$ cat src/rtl/mem_arbiter.sv
// mem_arbiter: single-port RAM arbiter between the instruction-fetch port and
// the data-memory port. One access is in flight at a time: it is granted in
// IDLE, runs in IACC/DACC until ram_ready or timeout, then pulses a one-cycle
// hit in DONE. Every output is a flop.
//
// Optional build macro: MEM_ARB_ROUND_ROBIN_EN
//   defined   -> round-robin between the two sides when both request
//   undefined -> fixed priority, data always beats instruction
module mem_arbiter #(
  parameter int DATA_W  = 32,
  parameter int TIMEOUT = 255,
  parameter int TO_W    = 8
) (
  input  logic              CLK,
  input  logic              RST,
  // instruction-fetch side
  input  logic              iREN,
  input  logic [DATA_W-1:0] iaddr,
  output logic              ihit,
  output logic [DATA_W-1:0] iload,
  // data-memory side
  input  logic              dREN,
  input  logic              dWEN,
  input  logic [DATA_W-1:0] daddr,
  input  logic [DATA_W-1:0] dstore,
  output logic              dhit,
  output logic [DATA_W-1:0] dload,
  // shared RAM
  output logic              ramREN,
  output logic              ramWEN,
  output logic [DATA_W-1:0] ramaddr,
  output logic [DATA_W-1:0] ramstore,
  input  logic [DATA_W-1:0] ramload,
  input  logic              ram_ready,
  // status
  output logic              busy,
  output logic              ram_error
);

  localparam logic [1:0] IDLE = 2'd0;
  localparam logic [1:0] IACC = 2'd1;
  localparam logic [1:0] DACC = 2'd2;
  localparam logic [1:0] DONE = 2'd3;

  // Last counter value before the access is abandoned: strobes stay up for
  // exactly TIMEOUT cycles when ram_ready never arrives.
  localparam logic [TO_W-1:0] TO_LAST = TO_W'(TIMEOUT - 1);

  logic [1:0]      state;
  logic [1:0]      state_nxt;
  logic [TO_W-1:0] to_cnt;
  logic            gnt_data;    // granted side: 1 = data, 0 = instruction
  logic            op_write;    // granted operation is a write

  logic            d_req;
  logic            any_req;
  logic            grant;
  logic            pick_data;
  logic            grant_write;
  logic            in_acc;
  logic            acc_ok;
  logic            to_expire;
  logic            finish;

`ifdef MEM_ARB_ROUND_ROBIN_EN
  logic            last_data;   // side served by the most recent grant
`endif

  // Arbitration between the two requesters while idle.
  // NOTE: always_comb assigns every output first, so no path leaves a value
  // held over from a previous evaluation and no latch is inferred.
  always_comb begin
    d_req   = dREN | dWEN;
    any_req = d_req | iREN;
`ifdef MEM_ARB_ROUND_ROBIN_EN
    // A lone requester always wins; on a tie the side not served last wins.
    pick_data = d_req & (~iREN | ~last_data);
`else
    pick_data = d_req;
`endif
    grant       = (state == IDLE) & any_req;
    grant_write = pick_data & dWEN;
  end

  // Access completion and timeout detection for the in-flight access.
  always_comb begin
    in_acc    = (state == IACC) | (state == DACC);
    acc_ok    = in_acc & ram_ready;
    to_expire = in_acc & ~ram_ready & (to_cnt == TO_LAST);
    finish    = acc_ok | to_expire;
  end

  // Next-state selection for the access sequencer.
  always_comb begin
    state_nxt = state;
    case (state)
      IDLE: if (any_req) state_nxt = pick_data ? DACC : IACC;
      IACC,
      DACC: if (finish) state_nxt = DONE;
      DONE: state_nxt = IDLE;
      default: state_nxt = IDLE;
    endcase
  end

  // State register.
  // NOTE: clocked blocks use non-blocking assignments only, so every flop
  // samples the pre-edge values regardless of block ordering.
  always_ff @(posedge CLK) begin
    if (RST) state <= IDLE;
    else     state <= state_nxt;
  end

  // Timeout counter: zero outside an access, counts cycles without ram_ready.
  always_ff @(posedge CLK) begin
    if (RST)                       to_cnt <= '0;
    else if (!in_acc)              to_cnt <= '0;
    else if (!ram_ready)           to_cnt <= to_cnt + 1'b1;
  end

  // Grant capture: side, operation, address and write data are frozen so
  // that requester changes during the access have no effect.
  always_ff @(posedge CLK) begin
    if (RST) begin
      gnt_data <= 1'b0;
      op_write <= 1'b0;
      ramaddr  <= '0;
      ramstore <= '0;
    end else if (grant) begin
      gnt_data <= pick_data;
      op_write <= grant_write;
      ramaddr  <= pick_data ? daddr : iaddr;
      ramstore <= pick_data ? dstore : '0;
    end
  end

`ifdef MEM_ARB_ROUND_ROBIN_EN
  // Remember which side received the latest grant.
  always_ff @(posedge CLK) begin
    if (RST)        last_data <= 1'b0;
    else if (grant) last_data <= pick_data;
  end
`endif

  // RAM strobes: raised on grant, held through the access, dropped on finish.
  always_ff @(posedge CLK) begin
    if (RST) begin
      ramREN <= 1'b0;
      ramWEN <= 1'b0;
    end else if (grant) begin
      ramREN <= ~grant_write;
      ramWEN <= grant_write;
    end else if (!in_acc || finish) begin
      ramREN <= 1'b0;
      ramWEN <= 1'b0;
    end
  end

  // Completion pulses: high only for the DONE cycle of the granted side.
  always_ff @(posedge CLK) begin
    if (RST) begin
      ihit <= 1'b0;
      dhit <= 1'b0;
    end else begin
      ihit <= finish & ~gnt_data;
      dhit <= finish &  gnt_data;
    end
  end

  // Load registers: RAM data on success, zero on timeout, held otherwise.
  // A data write leaves dload untouched unless it times out.
  always_ff @(posedge CLK) begin
    if (RST) begin
      iload <= '0;
      dload <= '0;
    end else begin
      if (acc_ok && !gnt_data)                   iload <= ramload;
      else if (to_expire && !gnt_data)           iload <= '0;
      if (acc_ok && gnt_data && !op_write)       dload <= ramload;
      else if (to_expire && gnt_data)            dload <= '0;
    end
  end

  // Status: busy mirrors the next state, ram_error is sticky until reset.
  always_ff @(posedge CLK) begin
    if (RST) begin
      busy      <= 1'b0;
      ram_error <= 1'b0;
    end else begin
      busy <= (state_nxt != IDLE);
      if (to_expire) ram_error <= 1'b1;
    end
  end

endmodule
$ cat config.mk
export PLATFORM = sky130hd
export DESIGN_NAME = mem_arbiter
export DESIGN_NICKNAME = d
export VERILOG_FILES = /design/src/rtl/mem_arbiter.sv
export SDC_FILE = /design/constraint.sdc
export NUM_CORES = 1
export LEC_CHECK = 0
export CORE_AREA = 2 2 201 104
export CTS_CLUSTER_SIZE = 10
export DETAILED_ROUTE_END_ITERATION = 10
export DIE_AREA = 0 0 203 106
export GPL_TIMING_DRIVEN = 0
export MAX_ROUTING_LAYER = met4
export RECOVER_POWER = 100
export SETUP_SLACK_MARGIN = 0.15
export SYNTH_ARGS = -nofsm -noshare
export SYNTH_HDL_FRONTEND = slang
export SYNTH_SLANG_ARGS = --single-unit
$ cat constraint.sdc
create_clock -name CLK -period 2.69 [get_ports CLK]
set_input_delay 0.538 -clock CLK [delete_from_list [all_inputs] [get_ports CLK]]
set_output_delay 0.538 -clock CLK [all_outputs]
set_load 0.01 [all_outputs]
==> run summary, run 1 <==
### Layout
• final-layout fill cell count: 1931
• Register Area: 0.002923 sq mm
• final core utilization: 0.4491
• layout-stage area growth over the synthesis result: 63.68%
• area occupied by multi-input gates: 0.002197 sq mm
• most common cell after layout, fill and taps aside: sky130_fd_sc_hd__dfxtp_1
• fraction of final layout cells with drive strength greater than 1: 0.09229
• leading cell types in the layout, fill and taps excluded: 146 x sky130_fd_sc_hd__dfxtp_1, 135 x sky130_fd_sc_hd__dlygate4sd3_1, 133 x sky130_fd_sc_hd__nand2_1, 130 x sky130_fd_sc_hd__clkdlybuf4s50_1, 60 x sky130_fd_sc_hd__a22o_1
• total non-filler cell area in the finished layout: 0.008960 sq mm
• number of nets at the end of the flow: 981

### Floorplan
• full die area: 0.02152 sq mm
• area of the core region: 0.01995 sq mm
• starting density of the core: 0.2743
• # rows: 37
• total I/O pin count: 268
• Vert. Die Dim: 106 um
• Die W: 203 um

### Drt
• Remaining DRCs: 0
• Via-to-Cell Ratio: 4.500
• number of nets with antenna violations after detailed routing: 0
• violation count after the first detailed-routing iteration: 246
• routed vias: 5085
• WL final: 17.91 mm
• wire length per cell after detailed routing: 15.85 um
• detailed-routing iteration count for the pre-antenna-repair pass: 6

### CTS
• Clock Sinks: 146
• clock latency on the worst-skew pair: 410 ps
• number of buffers inserted during clock tree synthesis: 17
• root cell of the clock tree: sky130_fd_sc_hd__clkbuf_16
• Clock Pin Slew Worst Setup and Hold Paths: 60 ps
• number of H-tree levels: 4
• worst-case clock buffer depth: 2
• CTS resizes: 0
• count of hold buffers inserted by post-cts repair: 0
• TritonCTS clock tree: done
• buffer count from post-CTS setup fixing: 0

### Worst setup path
• launching instance or port of the critical path: dWEN
• WP data required: 3040 ps
• buffers plus inverters on the worst setup path: 3
• worst-path cell chain: dlygate4sd3_1, or2_1, buf_4, o21a_1, nor2_1, buf_6, a22o_1
• CP max stage delay: 670 ps
• Reg-to-Reg Start: state[0]
• CP max FO: 10
• slowest stage cell, crit path: sky130_fd_sc_hd__nor2_1
• start-to-end type of the worst setup path: in -> reg
• crit-path leading delay family: buffers and inverters
• CP startpoint kind: primary input
• WP data arrival: 2780 ps
• reg-to-reg slack, setup: 460 ps
• kind of end point of the critical path: flop

### Timing
• Worst Max-Slew Pin Slew: 1075 ps
• share of the cycle needed by the critical path after routing: 0.9028
• Max Slew Vio Count: 0
• relative max-transition margin: 0.2775
• TNS Setup: 0 ps
• Final Hold Violating Endpoints: 0
• number of failing setup endpoints in the final timing report: 0
• final worst setup slack: 261.3 ps
• unrepaired setup endpoints after global routing: false
• minimum period implied by the final worst setup slack: 2429 ps
• Setup Skew: 6.374 ps
• Highest Clock Rate: 411.7 MHz

### Power
• static leakage: 3.678 nW
• share of power burned in combinational logic: 0.190
• Sw Ratio: 0.2580
• Peak supply drop: 374.3 uV
• Internal Dissipation: 4.398 mW
• areal power density over the cells: 661.5 mW/mm^2
• Clk pwr share: 0.402
• switching pwr: 1.529 mW
• sequential fraction of design power: 0.409

### Placement
• half-perimeter wire length after detailed placement: 13.54 mm
• dpl ws: 137.4 ps
• final weighted congestion in routability-driven placement: 0.7877
• number of I/O port buffers: 265
• post-place instance area: 0.008468 sq mm

### Synth
• number of distinct standard cells referenced by the synthesized netlist: 36
• count of synthesis-stage warnings from yosys: 0
• flop and latch count out of synthesis: 146
• portion of the post-synthesis area used by sequential elements: 0.5339
• Synth Cell Area: 0.005474 sq mm
• Synth Net Count: 697
• cell count after synthesis: 560
• Mapped Avg Cell Area: 9.775 sq um

### Global route
• vias in the first global route: 5104
• global-route met3 utilization: 0.06162
• met1 capacity usage during global routing: 0.2429
• first-pass GRT wire length: 28.16 mm
• largest net degree at the start of global routing: 17
• number of antenna violations at the first check in global routing: 1
• all-layer global routing usage: 0.1730
• global route total overflow: 0
• most utilized layer in the global route result: met1
• met2 usage: 0.2368

### Hold path
• class of the most critical hold timing path: reg -> reg
• Worst Min Path Start: dload[6]

### Run status
• result of the run: complete, no violations

### Job
• max-capacitance violation count: 0

==> cell type report <==
| class | instances | area share |
|---|---|---|
| sequential | 146 | 0.3262 |
| timing repair buffer | 265 | 0.2960 |
| multi-input combinational | 367 | 0.2452 |
| clock buffer | 21 | 0.05027 |
| tap | 273 | 0.03812 |
| buffer | 42 | 0.02667 |
| clock inverter | 10 | 0.01508 |
| inverter | 5 | 0.002095 |
| antenna | 1 | 0.0002793 |
==> power groups by stage <==
stage                     Clock (mW)  Sequential, mW  Combinational (mW)
after detailed placement           0            2.47                1.23
after floorplan                    0            2.54               0.483
final                           2.38            2.42                1.12
after global routing            2.55            2.44                1.22
after CTS                       2.45            2.43                1.23
after global placement             0            2.47                1.22
==> sequential cells by signal, summed over array words and instances (netlist names) <==
| name | cells |
|---|---|
| iload | 32 |
| ram_error | 1 |
| ramstore | 32 |
| ramREN | 1 |
| ihit | 1 |
| ramWEN | 1 |
| gnt_data | 1 |
| ramaddr | 32 |
| to_cnt | 8 |
| op_write | 1 |
| busy | 1 |
| dhit | 1 |
| dload | 32 |
| state | 2 |
==> synth_stat cells, drive strengths merged <==
cell | number | share of area
nor3 | 7 | 0.0094
nor2 | 55 | 0.039
nor3b | 1 | 0.0034
dfxtp | 146 | 0.53
inv | 5 | 0.0034
nand3b | 1 | 0.0014
nand4 | 3 | 0.0034
a21o | 1 | 0.0014
buf | 32 | 0.039
a41oi | 1 | 0.0016
o31ai | 1 | 0.0014
clkbuf | 10 | 0.0069
o22ai | 1 | 0.0011
o21a | 2 | 0.0041
or2 | 1 | 0.0011
nand3 | 3 | 0.0027
a22o | 60 | 0.096
a22oi | 4 | 0.0055
xnor2 | 3 | 0.0048
nand2 | 133 | 0.091
nor2b | 2 | 0.0023
a21oi | 41 | 0.037
nand2b | 2 | 0.0023
a311oi | 32 | 0.088
xor2 | 3 | 0.0048
o21ai | 4 | 0.0037
ha | 3 | 0.0069
or3 | 2 | 0.0023
nand4b | 1 | 0.0016
==> cell families after synthesis <==
family                     count (synthesis)  synth area share
AOI/OAI and AO/OA                        147            0.2400
xor gates and xnor gates                   6          0.009602
adders and majority gates                  3          0.006858
buffers and inverters                     47           0.04937
DFF                                      146            0.5339
and+or+nand+nor                          211            0.1602
==> per-layer routing <==
| layer | routed length, um | up-vias |
|---|---|---|
| li1 | - | 2543 |
| met1 | 9176 | 2358 |
| met2 | 7158 | 172 |
| met3 | 1451 | 12 |
| met4 | 127 | 0 |
| met5 | 0 | - |
==> final timing paths <==
kind,end,depth (start not counted)
worst max-delay path,ramstore[17],7
worst min-delay path,dload[6],2
worst max register to register,dload[22],7
worst min register to register,dload[6],2
==> worst register-to-register path, stage by stage, from the launching register on <==
cell                       delay (ps)
sky130_fd_sc_hd__dfxtp_1          340
sky130_fd_sc_hd__inv_1             50
sky130_fd_sc_hd__ha_1             400
sky130_fd_sc_hd__nand4_1          220
sky130_fd_sc_hd__nor3_1           280
sky130_fd_sc_hd__a21o_1           290
sky130_fd_sc_hd__clkbuf_1         440
sky130_fd_sc_hd__a21oi_1           80
==> stage by stage <==
| step | hold slack (ps) | cells | total power, mW |
|---|---|---|---|
| 6_report | 449.9 | 1130 | 5.926 |
| 5_1_grt | 474.0 | 1130 | 6.214 |
| 4_1_cts | 456.2 | 1129 | 6.116 |
| 3_5_place_dp | 447.5 | 1098 | 3.700 |
| 3_3_place_gp | 441.3 | 1098 | 3.697 |
| 2_1_floorplan | 456.4 | 560 | 3.027 |
(Power assumes the default switching activity.)
==> run 2: changes to the inputs <==
--- a/config.mk
+++ b/config.mk
@@ -9,9 +9,10 @@
 export CTS_CLUSTER_SIZE = 10
 export DETAILED_ROUTE_END_ITERATION = 10
 export DIE_AREA = 0 0 203 106
+export DONT_BUFFER_PORTS = 1
 export GPL_TIMING_DRIVEN = 0
 export MAX_ROUTING_LAYER = met4
-export RECOVER_POWER = 100
+export RECOVER_POWER = 50
 export SETUP_SLACK_MARGIN = 0.15
 export SYNTH_ARGS = -nofsm -noshare
 export SYNTH_HDL_FRONTEND = slang
==> run 2 against run 1 <==
Combinational power is 46% lower; register-to-register slack hardly changed; largest cell class unchanged; clock power is 13% higher; sequential cell count stayed put; total power is 1.3% lower; routed wire length is 12% lower; largest power group is now the clock network; cell count is 23% lower; highest routed layer unchanged; critical endpoint is now iload[11]; worst setup slack better by 200 ps; die area stayed put; sequential share of layout area is 12 points higher.
==> run summary, run 2 (synthesized netlist as in run 1, its figures left out) <==
### Run status
• result of the run: complete, no violations

### Power
• areal power density over the cells: 901.7 mW/mm^2, +36%
• Peak supply drop: 340.7 uV, -9.0%
• switching pwr: 1.507 mW, -1.5%
• Clk pwr share: 0.462, +0.060
• sequential fraction of design power: 0.435, +0.026
• Internal Dissipation: 4.344 mW, -1.2%
• Power, Total: 5.851 mW, -1.3%
• Sw Ratio: 0.2575, -0.0004821
• share of power burned in combinational logic: 0.103, -0.087
• static leakage: 2.393 nW, -35%

### Hold path
• class of the most critical hold timing path: in -> reg
• Worst Min Path Start: ramload[6]
• worst hold path depth: 1, -1
• Hold EP: iload[6]

### Global route
• largest net degree at the start of global routing: 17, unchanged
• global route total overflow: 0, unchanged
• vias in the first global route: 4210, -18%
• number of antenna violations at the first check in global routing: 1, unchanged
• first-pass GRT wire length: 23.85 mm, -15%
• all-layer global routing usage: 0.1507, -0.02233

### CTS
• Clock Pin Slew Worst Setup and Hold Paths: 60 ps, about the same
• number of H-tree levels: 4, unchanged
• root cell of the clock tree: sky130_fd_sc_hd__clkbuf_16
• Clock Sinks: 146, unchanged
• number of buffers inserted during clock tree synthesis: 17, unchanged
• count of hold buffers inserted by post-cts repair: 0, unchanged
• clock latency on the worst-skew pair: 420 ps, about the same
• TritonCTS clock tree: done
• CTS resizes: 0, unchanged
• buffer count from post-CTS setup fixing: 0, unchanged
• worst-case clock buffer depth: 2, unchanged

### Worst setup path
• worst-path cell chain: inv_1, ha_1, nand4_1, o21ai_1, a21oi_1, buf_2, a22o_1
• reg-to-reg slack, setup: 460 ps, about the same
• start-to-end type of the worst setup path: reg -> reg
• slowest stage cell, crit path: sky130_fd_sc_hd__a21oi_1
• crit-path leading delay family: compound AO/OA/AOI/OAI gates
• WP data arrival: 2580 ps, -200 ps
• capture instance of the worst register-to-register path: iload[11]
• CP max FO: 10, unchanged
• CP startpoint kind: flop
• Reg-to-Reg Start: state[0]
• Levels on crit path: 7, unchanged
• WP data required: 3040 ps, about the same
• CP max stage delay: 520 ps, -150 ps
• kind of end point of the critical path: flop
• r2r worst-path depth: 7, unchanged
• buffers plus inverters on the worst setup path: 2, -1

### Floorplan
• Die W: 203 um, unchanged
• # rows: 37, unchanged
• full die area: 0.02152 sq mm, unchanged
• area of the core region: 0.01995 sq mm, unchanged
• Vert. Die Dim: 106 um, unchanged
• starting density of the core: 0.2743, unchanged
• total I/O pin count: 268, unchanged

### Layout
• layout-stage area growth over the synthesis result: 18.54%
• leading cell types in the layout, fill and taps excluded: 146 x sky130_fd_sc_hd__dfxtp_1, 133 x sky130_fd_sc_hd__nand2_1, 60 x sky130_fd_sc_hd__a22o_1, 54 x sky130_fd_sc_hd__nor2_1, 41 x sky130_fd_sc_hd__a21oi_1
• number of nets at the end of the flow: 716, -27%
• most common cell after layout, fill and taps aside: sky130_fd_sc_hd__dfxtp_1
• fraction of final layout cells with drive strength greater than 1: 0.1675, +0.07522
• total non-filler cell area in the finished layout: 0.006489 sq mm, -28%
• number of standard cells in the layout, taps in and fillers out: 865, -23%

### Job
• max-capacitance violation count: 0, unchanged

### Timing
• Final Hold Violating Endpoints: 0, unchanged
• Max Slew Vio Count: 0, unchanged
• share of the cycle needed by the critical path after routing: 0.8284, -0.07446
• Highest Clock Rate: 448.8 MHz, +9.0%
• minimum period implied by the final worst setup slack: 2228 ps, -200.3 ps
• Setup Skew: 6.974 ps, +0.6002 ps
• number of failing setup endpoints in the final timing report: 0, unchanged
• Worst Max-Slew Pin Slew: 1139 ps, +64.94 ps
• TNS Setup: 0 ps, unchanged
• unrepaired setup endpoints after global routing: false
• relative max-transition margin: 0.2338, -0.04366

### Placement
• final weighted congestion in routability-driven placement: 0.8210, +4.2%
• half-perimeter wire length after detailed placement: 11.97 mm, -12%
• number of I/O port buffers: 0, -100%
• Placed Cells: 833, -24%
• post-place instance area: 0.005816 sq mm, -31%

### Drt
• routed vias: 4198, -17%
• Via-to-Cell Ratio: 4.853, +7.8%
• violation count after the first detailed-routing iteration: 308, +25%
• detailed-routing iteration count for the pre-antenna-repair pass: 4, -2
• Remaining DRCs: 0, unchanged
• wire length per cell after detailed routing: 18.26 um, +15%
• WL final: 15.79 mm, -12%
• number of nets with antenna violations after detailed routing: 0, unchanged

## run 2: how the worst max path moves through the flow
stage,start,endpoint,slack [ps]
final,state[0],iload[11],460
after global routing,state[0],iload[11],300
after CTS,state[0],iload[11],450
after detailed placement,state[0],iload[11],480
after global placement,state[0],iload[7],460
after floorplan,dREN,ramaddr[10],1000
## run 2: power groups by stage
stage / registers (mW) / logic, mW / clock network, mW
2_1_floorplan: 2.54 / 0.483 / 0
3_3_place_gp: 2.59 / 0.594 / 0
3_5_place_dp: 2.59 / 0.607 / 0
4_1_cts: 2.55 / 0.606 / 2.77
5_1_grt: 2.56 / 0.669 / 2.87
6_report: 2.55 / 0.600 / 2.70
## run 2: cell type report
cell class | instances | area [sq um]
antenna | 1 | 2.502
buffer | 42 | 250.2
clock buffer | 18 | 439.2
clock inverter | 13 | 232.7
fill | 2048 | 13460
inverter | 5 | 18.77
multi-input combinational | 367 | 2281
sequential | 146 | 2923
tap | 273 | 341.6
## run 2: stage by stage
step	worst slack, ps	util	hold slack [ps]
6_report	461.6	0.3252	250.0
3_5_place_dp	479.9	0.2915	477.7
3_3_place_gp	458.3	0.2915	469.7
2_1_floorplan	997.7	-	456.4
5_1_grt	296.8	0.3252	229.4
4_1_cts	448.6	0.3251	222.6
## run 2: metal layers
layer | GRT usage | routed length [um] | share of wire
met4 | 0.05266 | 188 | 0.012
met3 | 0.06193 | 1742 | 0.11
met1 | 0.1919 | 7360 | 0.47
met2 | 0.2143 | 6501 | 0.41
met5 | - | 0 | 0
## run 2: worst register-to-register path, stage by stage (launching register included)
cell and delay, ps:
sky130_fd_sc_hd__dfxtp_1 350, sky130_fd_sc_hd__inv_1 50, sky130_fd_sc_hd__ha_1 390, sky130_fd_sc_hd__nand4_1 210, sky130_fd_sc_hd__o21ai_1 140, sky130_fd_sc_hd__a21oi_1 520
sky130_fd_sc_hd__buf_2 350, sky130_fd_sc_hd__a22o_1 180
